[src/rtl/exec_unit_md_pkg.sv]
// Shared encodings for the execute stage: ALU/MD opcodes, operand selects,
// forwarding selects and the multiply/divide sequencing states.
package exec_unit_md_pkg;

  typedef enum logic [5:0] {
    ALU_ADD    = 6'h00,
    ALU_SUB    = 6'h01,
    ALU_SLL    = 6'h02,
    ALU_SLT    = 6'h03,
    ALU_SLTU   = 6'h04,
    ALU_XOR    = 6'h05,
    ALU_SRL    = 6'h06,
    ALU_SRA    = 6'h07,
    ALU_OR     = 6'h08,
    ALU_AND    = 6'h09,
    ALU_PASSB  = 6'h0A,
    ALU_STORE  = 6'h0B,
    MD_MUL     = 6'h20,
    MD_MULH    = 6'h21,
    MD_MULHSU  = 6'h22,
    MD_MULHU   = 6'h23,
    MD_DIV     = 6'h24,
    MD_DIVU    = 6'h25,
    MD_REM     = 6'h26,
    MD_REMU    = 6'h27
  } alu_ctrl_e;

  typedef enum logic [1:0] {
    FWD_NONE  = 2'b00,
    FWD_WB    = 2'b01,
    FWD_MEM   = 2'b10,
    FWD_NONE3 = 2'b11
  } fwd_sel_e;

  typedef enum logic [1:0] {
    OPA_RS1  = 2'b00,
    OPA_PC   = 2'b01,
    OPA_PC4  = 2'b10,
    OPA_ZERO = 2'b11
  } op_a_sel_e;

  localparam logic OPB_REG = 1'b0;
  localparam logic OPB_IMM = 1'b1;

  typedef enum logic [1:0] {
    IDLE    = 2'b00,
    MD_RUN  = 2'b01,
    MD_DONE = 2'b10
  } state_e;

  // MD opcodes occupy 0x20..0x27; bit 2 separates divide from multiply.
  function automatic logic is_md_op(input logic [5:0] c);
    return c[5:3] == 3'b100;
  endfunction

endpackage

[src/rtl/exec_unit_md_if.sv]
// Decode-to-execute and execute-to-memory bundle for exec_unit_md.
interface exec_unit_md_if #(parameter int XLEN = 32);
  logic            in_valid, in_ready;
  logic [1:0]      op_a_sel;
  logic            op_b_sel;
  logic [5:0]      alu_ctrl;
  logic [XLEN-1:0] rdata1, rdata2, imm, pc;
  logic [1:0]      fwd_sel_a, fwd_sel_b;
  logic [XLEN-1:0] wb_data, mem_alu, mem_load_data;
  logic            mem_is_load;
  logic            out_valid, out_ready;
  logic [XLEN-1:0] out_result, out_store_data;
  logic            md_busy;

  modport master (
    output in_valid, op_a_sel, op_b_sel, alu_ctrl, rdata1, rdata2, imm, pc,
           fwd_sel_a, fwd_sel_b, wb_data, mem_alu, mem_load_data, mem_is_load,
           out_ready,
    input  in_ready, out_valid, out_result, out_store_data, md_busy
  );

  modport slave (
    input  in_valid, op_a_sel, op_b_sel, alu_ctrl, rdata1, rdata2, imm, pc,
           fwd_sel_a, fwd_sel_b, wb_data, mem_alu, mem_load_data, mem_is_load,
           out_ready,
    output in_ready, out_valid, out_result, out_store_data, md_busy
  );
endinterface

[src/rtl/exec_unit_md_muldiv.sv]
// Iterative shift-add multiplier / restoring divider (muldiv_iter), one bit per
// cycle on magnitudes with a final sign-fix cycle. Present only with EXEC_MULDIV_EN.
`ifdef EXEC_MULDIV_EN
module muldiv_iter
  import exec_unit_md_pkg::*;
#(
  parameter int XLEN = 32
) (
  input  logic            clk,
  input  logic            rst_n,
  input  logic            start,
  input  logic [5:0]      op,
  input  logic [XLEN-1:0] a,
  input  logic [XLEN-1:0] b,
  output logic            done,
  output logic [XLEN-1:0] result
);
  localparam int CW = $clog2(XLEN + 1);

  logic [2*XLEN-1:0] p, p_nxt, prod;
  logic [XLEN-1:0]   mag, a_raw, ma, mb, q, r, res_nxt;
  logic [5:0]        op_q;
  logic              neg_lo, neg_r, b_zero, run, fix;
  logic [CW-1:0]     step;
  logic              sa, sb, a_neg, b_neg, is_div;
  logic [XLEN:0]     sum, tr, diff;

  always_comb begin
    sa     = (op == MD_MUL) || (op == MD_MULH) || (op == MD_MULHSU) ||
             (op == MD_DIV) || (op == MD_REM);
    sb     = (op == MD_MUL) || (op == MD_MULH) || (op == MD_DIV) || (op == MD_REM);
    a_neg  = sa && a[XLEN-1];
    b_neg  = sb && b[XLEN-1];
    ma     = a_neg ? -a : a;
    mb     = b_neg ? -b : b;
    is_div = op[2];
  end

  // p holds {acc, multiplier} for multiply and {remainder, quotient} for divide.
  always_comb begin
    sum  = {1'b0, p[2*XLEN-1:XLEN]} + {1'b0, mag & {XLEN{p[0]}}};
    tr   = {p[2*XLEN-1:XLEN], p[XLEN-1]};
    diff = tr - {1'b0, mag};
    if (op_q[2])
      p_nxt = diff[XLEN] ? {tr[XLEN-1:0], p[XLEN-2:0], 1'b0}
                         : {diff[XLEN-1:0], p[XLEN-2:0], 1'b1};
    else
      p_nxt = {sum, p[XLEN-1:1]};
  end

  always_comb begin
    prod = neg_lo ? -p : p;
    q    = neg_lo ? -p[XLEN-1:0] : p[XLEN-1:0];
    r    = neg_r ? -p[2*XLEN-1:XLEN] : p[2*XLEN-1:XLEN];
    if (b_zero) begin
      q = '1;
      r = a_raw;
    end
    res_nxt = '0;
    case (op_q)
      MD_MUL:                       res_nxt = prod[XLEN-1:0];
      MD_MULH, MD_MULHSU, MD_MULHU: res_nxt = prod[2*XLEN-1:XLEN];
      MD_DIV, MD_DIVU:              res_nxt = q;
      MD_REM, MD_REMU:              res_nxt = r;
      default:                      res_nxt = '0;
    endcase
  end

  always_ff @(posedge clk or negedge rst_n) begin
    if (!rst_n) begin
      p <= '0; mag <= '0; a_raw <= '0; op_q <= '0;
      neg_lo <= 1'b0; neg_r <= 1'b0; b_zero <= 1'b0;
      run <= 1'b0; fix <= 1'b0; step <= '0;
      done <= 1'b0; result <= '0;
    end else begin
      done <= 1'b0;
      if (start) begin
        p      <= {{XLEN{1'b0}}, is_div ? ma : mb};
        mag    <= is_div ? mb : ma;
        a_raw  <= a;
        op_q   <= op;
        neg_lo <= a_neg ^ b_neg;
        neg_r  <= a_neg;
        b_zero <= (b == '0);
        run    <= 1'b1;
        fix    <= 1'b0;
        step   <= '0;
      end else if (run) begin
        p    <= p_nxt;
        step <= step + 1'b1;
        if (step == CW'(XLEN-1)) begin
          run <= 1'b0;
          fix <= 1'b1;
        end
      end else if (fix) begin
        fix    <= 1'b0;
        done   <= 1'b1;
        result <= res_nxt;
      end
    end
  end
endmodule
`endif

[src/rtl/exec_unit_md.sv]
// Execute stage: operand forwarding, single-cycle ALU and optional iterative
// multiply/divide (macro EXEC_MULDIV_EN) behind a registered valid/ready output.
module exec_unit_md
  import exec_unit_md_pkg::*;
#(
  parameter int XLEN         = 32,
  parameter bit FWD_EN_B_IMM = 1'b0
) (
  input  logic           clk,
  input  logic           rst_n,
  exec_unit_md_if.slave  bus
);
  localparam int SHW = $clog2(XLEN);

  logic [XLEN-1:0] mem_fwd, a_src, op_a, op_b, fwd_b, store_d, alu_res, md_res;
  logic [XLEN-1:0] res_q, st_q;
  logic            vld_q, in_ready, xfer, is_md, load_md, md_done;
  state_e          state;

  always_comb begin
    mem_fwd = bus.mem_is_load ? bus.mem_load_data : bus.mem_alu;
    case (bus.op_a_sel)
      OPA_RS1: a_src = bus.rdata1;
      OPA_PC:  a_src = bus.pc;
      OPA_PC4: a_src = bus.pc + XLEN'(4);
      default: a_src = '0;
    endcase
    case (bus.fwd_sel_a)
      FWD_WB:  op_a = bus.wb_data;
      FWD_MEM: op_a = mem_fwd;
      default: op_a = a_src;
    endcase
    case (bus.fwd_sel_b)
      FWD_WB:  fwd_b = bus.wb_data;
      FWD_MEM: fwd_b = mem_fwd;
      default: fwd_b = bus.rdata2;
    endcase
    op_b = (bus.op_b_sel == OPB_IMM) ? bus.imm : fwd_b;
    // Store data normally bypasses forwarding when B is the immediate.
    store_d = '0;
    if (bus.alu_ctrl == ALU_STORE)
      store_d = (bus.op_b_sel == OPB_IMM && !FWD_EN_B_IMM) ? bus.rdata2 : fwd_b;
  end

  always_comb begin
    alu_res = '0;
    case (bus.alu_ctrl)
      ALU_ADD, ALU_STORE: alu_res = op_a + op_b;
      ALU_SUB:   alu_res = op_a - op_b;
      ALU_SLL:   alu_res = op_a << op_b[SHW-1:0];
      ALU_SLT:   alu_res = {{(XLEN-1){1'b0}}, $signed(op_a) < $signed(op_b)};
      ALU_SLTU:  alu_res = {{(XLEN-1){1'b0}}, op_a < op_b};
      ALU_XOR:   alu_res = op_a ^ op_b;
      ALU_SRL:   alu_res = op_a >> op_b[SHW-1:0];
      ALU_SRA:   alu_res = $signed(op_a) >>> op_b[SHW-1:0];
      ALU_OR:    alu_res = op_a | op_b;
      ALU_AND:   alu_res = op_a & op_b;
      ALU_PASSB: alu_res = op_b;
      default:   alu_res = '0;
    endcase
  end

  assign in_ready = (state == IDLE) && (!vld_q || bus.out_ready);
  assign xfer     = bus.in_valid && in_ready;

`ifdef EXEC_MULDIV_EN
  state_e         state_nxt;
  logic [SHW-1:0] cnt;

  assign is_md   = is_md_op(bus.alu_ctrl);
  assign load_md = (state == MD_DONE) && md_done;
  assign bus.md_busy = (state != IDLE);

  always_ff @(posedge clk or negedge rst_n) begin
    if (!rst_n) begin
      state <= IDLE;
      cnt   <= '0;
    end else begin
      state <= state_nxt;
      if (state == MD_RUN) cnt <= (cnt == SHW'(XLEN-1)) ? '0 : cnt + 1'b1;
      else                 cnt <= '0;
    end
  end

  always_comb begin
    state_nxt = state;
    case (state)
      IDLE:    if (xfer && is_md)          state_nxt = MD_RUN;
      MD_RUN:  if (cnt == SHW'(XLEN-1))    state_nxt = MD_DONE;
      MD_DONE: if (md_done)                state_nxt = IDLE;
      default:                             state_nxt = IDLE;
    endcase
  end

  muldiv_iter #(.XLEN(XLEN)) u_md (
    .clk    (clk),
    .rst_n  (rst_n),
    .start  (xfer && is_md),
    .op     (bus.alu_ctrl),
    .a      (op_a),
    .b      (op_b),
    .done   (md_done),
    .result (md_res)
  );
`else
  assign state       = IDLE;
  assign is_md       = 1'b0;
  assign load_md     = 1'b0;
  assign md_done     = 1'b0;
  assign md_res      = '0;
  assign bus.md_busy = 1'b0;
`endif

  always_ff @(posedge clk or negedge rst_n) begin
    if (!rst_n) begin
      vld_q <= 1'b0;
      res_q <= '0;
      st_q  <= '0;
    end else if (xfer && !is_md) begin
      vld_q <= 1'b1;
      res_q <= alu_res;
      st_q  <= store_d;
    end else if (load_md) begin
      vld_q <= 1'b1;
      res_q <= md_res;
      st_q  <= '0;
    end else if (bus.out_ready) begin
      vld_q <= 1'b0;
    end
  end

  assign bus.in_ready       = in_ready;
  assign bus.out_valid      = vld_q;
  assign bus.out_result     = res_q;
  assign bus.out_store_data = st_q;
endmodule

[src/flat_wrapper.sv]
// flat-port wrapper written by rule: the top's interface ports become plain ports
module exec_unit_md_flat import exec_unit_md_pkg::*;
#(
  parameter int XLEN         = 32,
  parameter bit FWD_EN_B_IMM = 1'b0
)
  (clk, rst_n, bus_in_valid, bus_op_a_sel, bus_op_b_sel, bus_alu_ctrl, bus_rdata1, bus_rdata2, bus_imm, bus_pc, bus_fwd_sel_a, bus_fwd_sel_b, bus_wb_data, bus_mem_alu, bus_mem_load_data, bus_mem_is_load, bus_out_ready, bus_in_ready, bus_out_valid, bus_out_result, bus_out_store_data, bus_md_busy);
  exec_unit_md_if #(.XLEN(XLEN)) bus_i ();
  input  logic clk;
  input  logic rst_n;
  input wire logic [$bits(bus_i.in_valid)-1:0] bus_in_valid;
  input wire logic [$bits(bus_i.op_a_sel)-1:0] bus_op_a_sel;
  input wire logic [$bits(bus_i.op_b_sel)-1:0] bus_op_b_sel;
  input wire logic [$bits(bus_i.alu_ctrl)-1:0] bus_alu_ctrl;
  input wire logic [$bits(bus_i.rdata1)-1:0] bus_rdata1;
  input wire logic [$bits(bus_i.rdata2)-1:0] bus_rdata2;
  input wire logic [$bits(bus_i.imm)-1:0] bus_imm;
  input wire logic [$bits(bus_i.pc)-1:0] bus_pc;
  input wire logic [$bits(bus_i.fwd_sel_a)-1:0] bus_fwd_sel_a;
  input wire logic [$bits(bus_i.fwd_sel_b)-1:0] bus_fwd_sel_b;
  input wire logic [$bits(bus_i.wb_data)-1:0] bus_wb_data;
  input wire logic [$bits(bus_i.mem_alu)-1:0] bus_mem_alu;
  input wire logic [$bits(bus_i.mem_load_data)-1:0] bus_mem_load_data;
  input wire logic [$bits(bus_i.mem_is_load)-1:0] bus_mem_is_load;
  input wire logic [$bits(bus_i.out_ready)-1:0] bus_out_ready;
  output wire logic [$bits(bus_i.in_ready)-1:0] bus_in_ready;
  output wire logic [$bits(bus_i.out_valid)-1:0] bus_out_valid;
  output wire logic [$bits(bus_i.out_result)-1:0] bus_out_result;
  output wire logic [$bits(bus_i.out_store_data)-1:0] bus_out_store_data;
  output wire logic [$bits(bus_i.md_busy)-1:0] bus_md_busy;
  assign bus_i.in_valid = bus_in_valid;
  assign bus_i.op_a_sel = bus_op_a_sel;
  assign bus_i.op_b_sel = bus_op_b_sel;
  assign bus_i.alu_ctrl = bus_alu_ctrl;
  assign bus_i.rdata1 = bus_rdata1;
  assign bus_i.rdata2 = bus_rdata2;
  assign bus_i.imm = bus_imm;
  assign bus_i.pc = bus_pc;
  assign bus_i.fwd_sel_a = bus_fwd_sel_a;
  assign bus_i.fwd_sel_b = bus_fwd_sel_b;
  assign bus_i.wb_data = bus_wb_data;
  assign bus_i.mem_alu = bus_mem_alu;
  assign bus_i.mem_load_data = bus_mem_load_data;
  assign bus_i.mem_is_load = bus_mem_is_load;
  assign bus_i.out_ready = bus_out_ready;
  assign bus_in_ready = bus_i.in_ready;
  assign bus_out_valid = bus_i.out_valid;
  assign bus_out_result = bus_i.out_result;
  assign bus_out_store_data = bus_i.out_store_data;
  assign bus_md_busy = bus_i.md_busy;
  exec_unit_md #(.XLEN(XLEN), .FWD_EN_B_IMM(FWD_EN_B_IMM)) u_core (.clk(clk), .rst_n(rst_n), .bus(bus_i));
endmodule
[config.mk]
export PLATFORM = sky130hd
export DESIGN_NAME = exec_unit_md_flat
export DESIGN_NICKNAME = d
export VERILOG_FILES = /design/src/rtl/exec_unit_md_pkg.sv /design/src/rtl/exec_unit_md_if.sv /design/src/rtl/exec_unit_md_muldiv.sv /design/src/rtl/exec_unit_md.sv /design/src/flat_wrapper.sv
export SDC_FILE = /design/constraint.sdc
export NUM_CORES = 1
export LEC_CHECK = 0
export ABC_AREA = 1
export CAP_MARGIN = 20
export CELL_PAD_IN_SITES_DETAIL_PLACEMENT = 0
export CELL_PAD_IN_SITES_GLOBAL_PLACEMENT = 1
export CORE_MARGIN = 5
export CORE_UTILIZATION = 33
export CTS_BUF_LIST = sky130_fd_sc_hd__clkbuf_8
export DETAILED_ROUTE_END_ITERATION = 10
export PLACE_DENSITY_LB_ADDON = 0.1
export SETUP_SLACK_MARGIN = 0.4
export SLEW_MARGIN = 25
export SYNTH_ARGS = -nofsm -noshare
export SYNTH_HDL_FRONTEND = slang
export SYNTH_HIERARCHICAL = 1
export SYNTH_SLANG_ARGS = --single-unit
[constraint.sdc]
create_clock -name clk -period 1.3 [get_ports clk]
set_clock_uncertainty 0.1 [all_clocks]
set_input_delay 0.26 -clock clk [delete_from_list [all_inputs] [get_ports clk]]
set_output_delay 0.26 -clock clk [all_outputs]
set_load 0.01 [all_outputs]
After elaboration in Yosys (flattened, before gate mapping). Index checks and enable logic that the tools add are counted.

Flip-flop bits (word level): 65. Latch bits: 0. Memory bits (writable): 0. Memory bits (read-only): 0. Bits of input ports: 242. Output and inout bits: 67. Logic and storage cells: 48. Memories kept: 0.

$add $sub $neg: 3. Multipliers: 0. Div/mod/pow operators: 0. Order comparisons: 2. Equality and inequality tests: 17. Shifts and indexed selects: 3. Multiplexer cells: 10. Bitwise operators: 3. Reductions and logical operators: 7.

Operator list (count): case mux 32 bit (11 select lines) (1); 2-to-1 mux 32 bit (4); case mux 32 bit (2 select lines) (2); case mux 32 bit (3 select lines) (1); < comparator 32 bit (2); adder 32 x 3 -> 32 bit (second input constant) (1); adder 32 bit (1); bitwise AND 32 bit (1); bitwise OR 32 bit (1); left shift 32 x 5 -> 32 bit (1); right shift 32 x 5 -> 32 bit (1); >>> shifter 32 x 5 -> 32 bit (1); subtractor 32 bit (1); bitwise XOR 32 bit (1); == test 6 x 3 -> 1 bit (second input constant) (4); == test 6 x 4 -> 1 bit (second input constant) (4); == test 6 x 2 -> 1 bit (second input constant) (2); == test 2 x 1 -> 1 bit (second input constant) (3); == test 2 bit (second input constant) (3); == test 6 x 1 -> 1 bit (second input constant) (1); zero test 6 bit (1); zero test 2 bit (1); 2-to-1 mux 1 bit (2); nonzero test 2 bit (1); 4 further kinds (4).

Logic depth before layout (Yosys ltp).
Depth in word-level cells: 5. Gate-level depth with buffers: 30. Mapped depth without buffers: 29.

Worst setup path before layout. Ideal clock, no wire load.

Path kind: in2reg. Start point: in bus_fwd_sel_b[0]. End point: reg u_core.res_q[0] (netlist: u_core/bus.out_result[0]). Setup time: 0.117 ns. Arrival time: 3.520 ns. Required time: 1.083 ns. Slack: -2.437 ns. Cell stages on the path: 23. Path buffers: 3. Path through: inv_1 > ha_1 > clkinv_1 > buf_1 > buf_1 > o211ai_1 > o21ai_0 > inv_1 > ha_1 > buf_2 > nor2_1 > nand2_1 > nor4_1 > nand3_1 > nand3_1 > nand2_1 > o211ai_1 > a21oi_1 > or2_1 > nand4_1 > nand4_1 > nand2_1 > nand2_1.

Cells in the longest elaborated chain, start to end: 5. Elaborated cells on any way between the ends: 15. Those cells by class: 2 x add/sub; 2 x order compare; 2 x eq/ne; 3 x shift; 3 x mux; 3 x bitwise.

RTL lines: start, declared (RTL line flat_wrapper.sv:20) `input wire logic [$bits(bus_i.fwd_sel_b)-1:0] bus_fwd_sel_b;`; == test 2 bit / == test 2 x 1 -> 1 bit (equally long branches) (RTL line exec_unit_md.sv:33) `case (bus.fwd_sel_b)`; case mux 32 bit (2 select lines) (*) (RTL line exec_unit_md.sv:33); 2-to-1 mux 32 bit (*) (RTL line exec_unit_md.sv:38) `op_b = (bus.op_b_sel == OPB_IMM) ? bus.imm : fwd_b;`; subtractor 32 bit, or another cell as far along (RTL line exec_unit_md.sv:49) `ALU_SUB: alu_res = op_a - op_b;`; case mux 32 bit (11 select lines) (*) (RTL line exec_unit_md.sv:47) `case (bus.alu_ctrl)`; end signal, assigned (RTL line exec_unit_md.sv:121) `res_q <= alu_res;`; end signal, assigned (RTL line exec_unit_md.sv:125) `res_q <= md_res;`; end, declared (RTL line exec_unit_md.sv:16) `logic [XLEN-1:0] res_q, st_q;`.

Mark *: on every way between the ends. The rest lies on a longest branch, timed or not. A chain may end at the register's enable or synchronous reset.

Worst setup path after layout.
Start point: in bus_fwd_sel_b[0]. End point: reg u_core.st_q[8] (netlist: u_core/bus.out_store_data[8]).

Cells in the longest elaborated chain, start to end: 4. Elaborated cells on any way between the ends: 5. Those cells by class: 2 x eq/ne; 3 x mux.

RTL lines: == test 2 bit / == test 2 x 1 -> 1 bit (equally long branches) (RTL line exec_unit_md.sv:33); case mux 32 bit (2 select lines) (*) (RTL line exec_unit_md.sv:33); 2-to-1 mux 32 bit (*) (RTL line exec_unit_md.sv:42) `store_d = (bus.op_b_sel == OPB_IMM && !FWD_EN_B_IMM) ? bus.rdata2 : fwd_b;`; 2-to-1 mux 32 bit (*) (RTL line exec_unit_md.sv:41) `if (bus.alu_ctrl == ALU_STORE)`; end signal, assigned (RTL line exec_unit_md.sv:122) `st_q <= store_d;`; end, declared (RTL line exec_unit_md.sv:16).

Marks and branches as above.

==> results.json <==
{
  "status": "complete, but fails checks",
  "violations": "negative setup slack",
  "rsz0062_at_grt": "true",
  "cp_max_fo": 6,
  "nets": 4517,
  "grt_pass1_vias": 26200,
  "ys_async_sr_fraction_pct": 100,
  "max_stage_delay_ns": 0.30,
  "period_share_pct": 279,
  "insertion_delay_ns": 0.45,
  "cts_inserted_buffers": 9,
  "dpl.hpwl_um": 84500,
  "root_buffer": "clkbuf_8",
  "final_common_cell": "buf_4",
  "wl_met2_um": 50900,
  "grt-ovfl-total": 0,
  "min_period_ns": 3.63,
  "hold_class": "in -> async",
  "maxSlewViolCount": 0,
  "setup_viol": 130,
  "core_area_sq_um": 47700,
  "worst_slew_pin_slew_ns": 0.762,
  "reg2reg_depth": 8,
  "rows": 80,
  "synthesis.nets": 3235,
  "routedLengthMet1_um": 42700,
  "fp.dieH_um": 230,
  "ys_seq_area_share_pct": 10.2,
  "grt_max_degree": 73,
  "fin_util_pct": 67.2,
  "grt_usage_pct": 39.7,
  "grt_pass1_wl_um": 161000,
  "gp_congestion": 1.07,
  "critPathRequiredTime_ns": 1.57,
  "die_w_um": 230,
  "syn_area_per_cell_sq_um": 5.51,
  "topRoutingLayerUsed": "met4",
  "antenna_found_initial": 2,
  "htree_levels": 3,
  "arrival_ns": 3.90,
  "max_freq_ghz": 0.276,
  "max_cap_violations": 0,
  "regToRegStartpoint": "u_core/bus.out_valid",
  "drtIter0Drc": 2953,
  "ys_warn_count": 6,
  "ant_nets": 0,
  "cp-startpoint": "bus_fwd_sel_b[0]",
  "worst_setup_path_start_kind": "primary input",
  "power_density_nw_per_um2": 839,
  "syn_inst": 2885,
  "syn2layout_area_growth_pct": 102,
  "routed_wl_um": 113000,
  "fin_ws_ns": -2.33,
  "cts_tree": "built",
  "whs_ns": 0.107,
  "synth_area_sq_um": 15900,
  "wl_met3_um": 10400,
  "layout-drive-gt1-share_pct": 46.3,
  "hold_violations": 0,
  "final_cell_mix": "buf_4, nand2_1, nand3_1",
  "routedWlPerCell_um": 23.7,
  "synth_cell_type_count": 65,
  "port_buffers": 307,
  "end_kind": "flop",
  "clk_path_buf_depth": 2,
  "cpMostUsedCell": "buf_4",
  "path_class": "in -> reg",
  "leakagePower_uw": 0.0160,
  "drc_errors": 0,
  "io-pin-count": 309,
  "cts.sinks": 65,
  "critical-path-slowest-cell": "ha_4",
  "start_util_pct": 33.3,
  "clkTransAtPathRegs_ns": 0.11,
  "synth_edf_count": 0,
  "vias": 26800,
  "ir_worst_vdd_uv": 656,
  "slew_headroom_pct": 49.2,
  "r2r_slack_ns": -0.26,
  "drtPass1Iterations": 6,
  "ys_seq_elements": 65,
  "vias_per_cell": 5.60,
  "r2r-end": "u_core/bus.out_store_data[16]",
  "synth_flop_cell": "dfrtp_1",
  "dieArea_sq_um": 52700,
  "fillers": 4231
}
layer usage:
layer / track usage, % / vias up
li1: - / 12200
met1: 48.3 / 12600
met2: 64.4 / 1626
met3: 7.91 / 430
met4: 24.8 / 0
met5: 0 / -
cells by family (layout without fill, tap and decap cells):
kind of cell,count (synthesis),after routing,synth area share [%]
and+or+nand+nor,1567,1567,44.0
AOI/OAI and AO/OA,615,615,23.0
buffers and inverters,517,1803,13.4
adders and majority gates,108,108,8.59
DFF,65,65,10.2
xor gates and xnor gates,6,6,0.330
muxes,6,6,0.409
other,1,2,0.0236
cell type report:
type                            instances  area, sq um  share of cell area, %
Clock inverter                          4         43.8                  0.136
Antenna cell                            1         2.50                0.00780
Multi-Input combinational cell       2303        15300                   47.8
Inverter                              366         1480                   4.62
Sequential cell                        65         1630                   5.08
Timing Repair Buffer                 1419        12700                   39.4
Clock buffer                           11          151                  0.472
Timing Repair inverter                  3         33.8                  0.105
Tap cell                              615          769                   2.40
through the flow:
stage | setup WS [ns] | std cells | area [sq um] | TNS, ns | power [uW]
3_5_place_dp | -3.81 | 4439 | 25800 | -133.39 | 18700
4_1_cts | -2.19 | 4699 | 30000 | -84.77 | 24200
3_3_place_gp | -3.84 | 4439 | 25800 | -131.36 | 18500
5_1_grt | -2.47 | 4787 | 32100 | -96.07 | 28100
2_1_floorplan | -1.96 | 2885 | 16800 | -60.17 | 10100
6_report | -2.33 | 4787 | 32100 | -88.87 | 26900
state kept, by name (all words and copies together) (netlist names):
signal and count:
u_core/bus.out_result 32, u_core/bus.out_store_data 32, u_core/bus.out_valid 1
synth_stat cells (33+ instances only):
master      n  share of area [%]
buf_2      53                1.7
o21ai_1    53                1.7
nand2_1   845                 20
o211ai_1   76                3.6
nand3_1   389                 12
nor2_1    172                4.1
ha_1      106                8.3
clkbuf_1   65                1.5
inv_1     349                8.2
a21oi_1   165                5.2
nand2_2    33                1.3
dfrtp_1    65                 10
o21ai_0   212                6.7
critical path, delay by kind of cell:
kind,cells,cell delay [ns]
fa+ha+maj,1,0.30
simple gates,1,0.06
buf+inv,24,2.94
compound gates,2,0.31
power by group:
group,switching [uW],internal [uW],leakage [uW]
Clock,1210,967,0.000106
Sequential,76.8,2130,0.000891
Combinational,12100,10500,0.0150
how the worst max path moves through the flow:
stage | end | slack [ns] | cells after the start
after floorplan | u_core/bus.out_result[21] | -1.96 | 24
after global placement | u_core/bus.out_result[17] | -3.84 | 24
after detailed placement | u_core/bus.out_result[21] | -3.81 | 25
after CTS | u_core/bus.out_result[21] | -2.19 | 25
after global routing | u_core/bus.out_result[24] | -2.47 | 28
final | u_core/bus.out_store_data[8] | -2.33 | 28
what timing repair did:
action	in CTS	in global routing
setup buffers	233	81
hold buffers	1	0
cloned	11	6
pin swaps	237	194
setup endpoints to repair	131	131
gates resized for setup	944	380
endpoints found under the hold margin	65	0
Note: power is estimated with default switching activity, not from simulation.
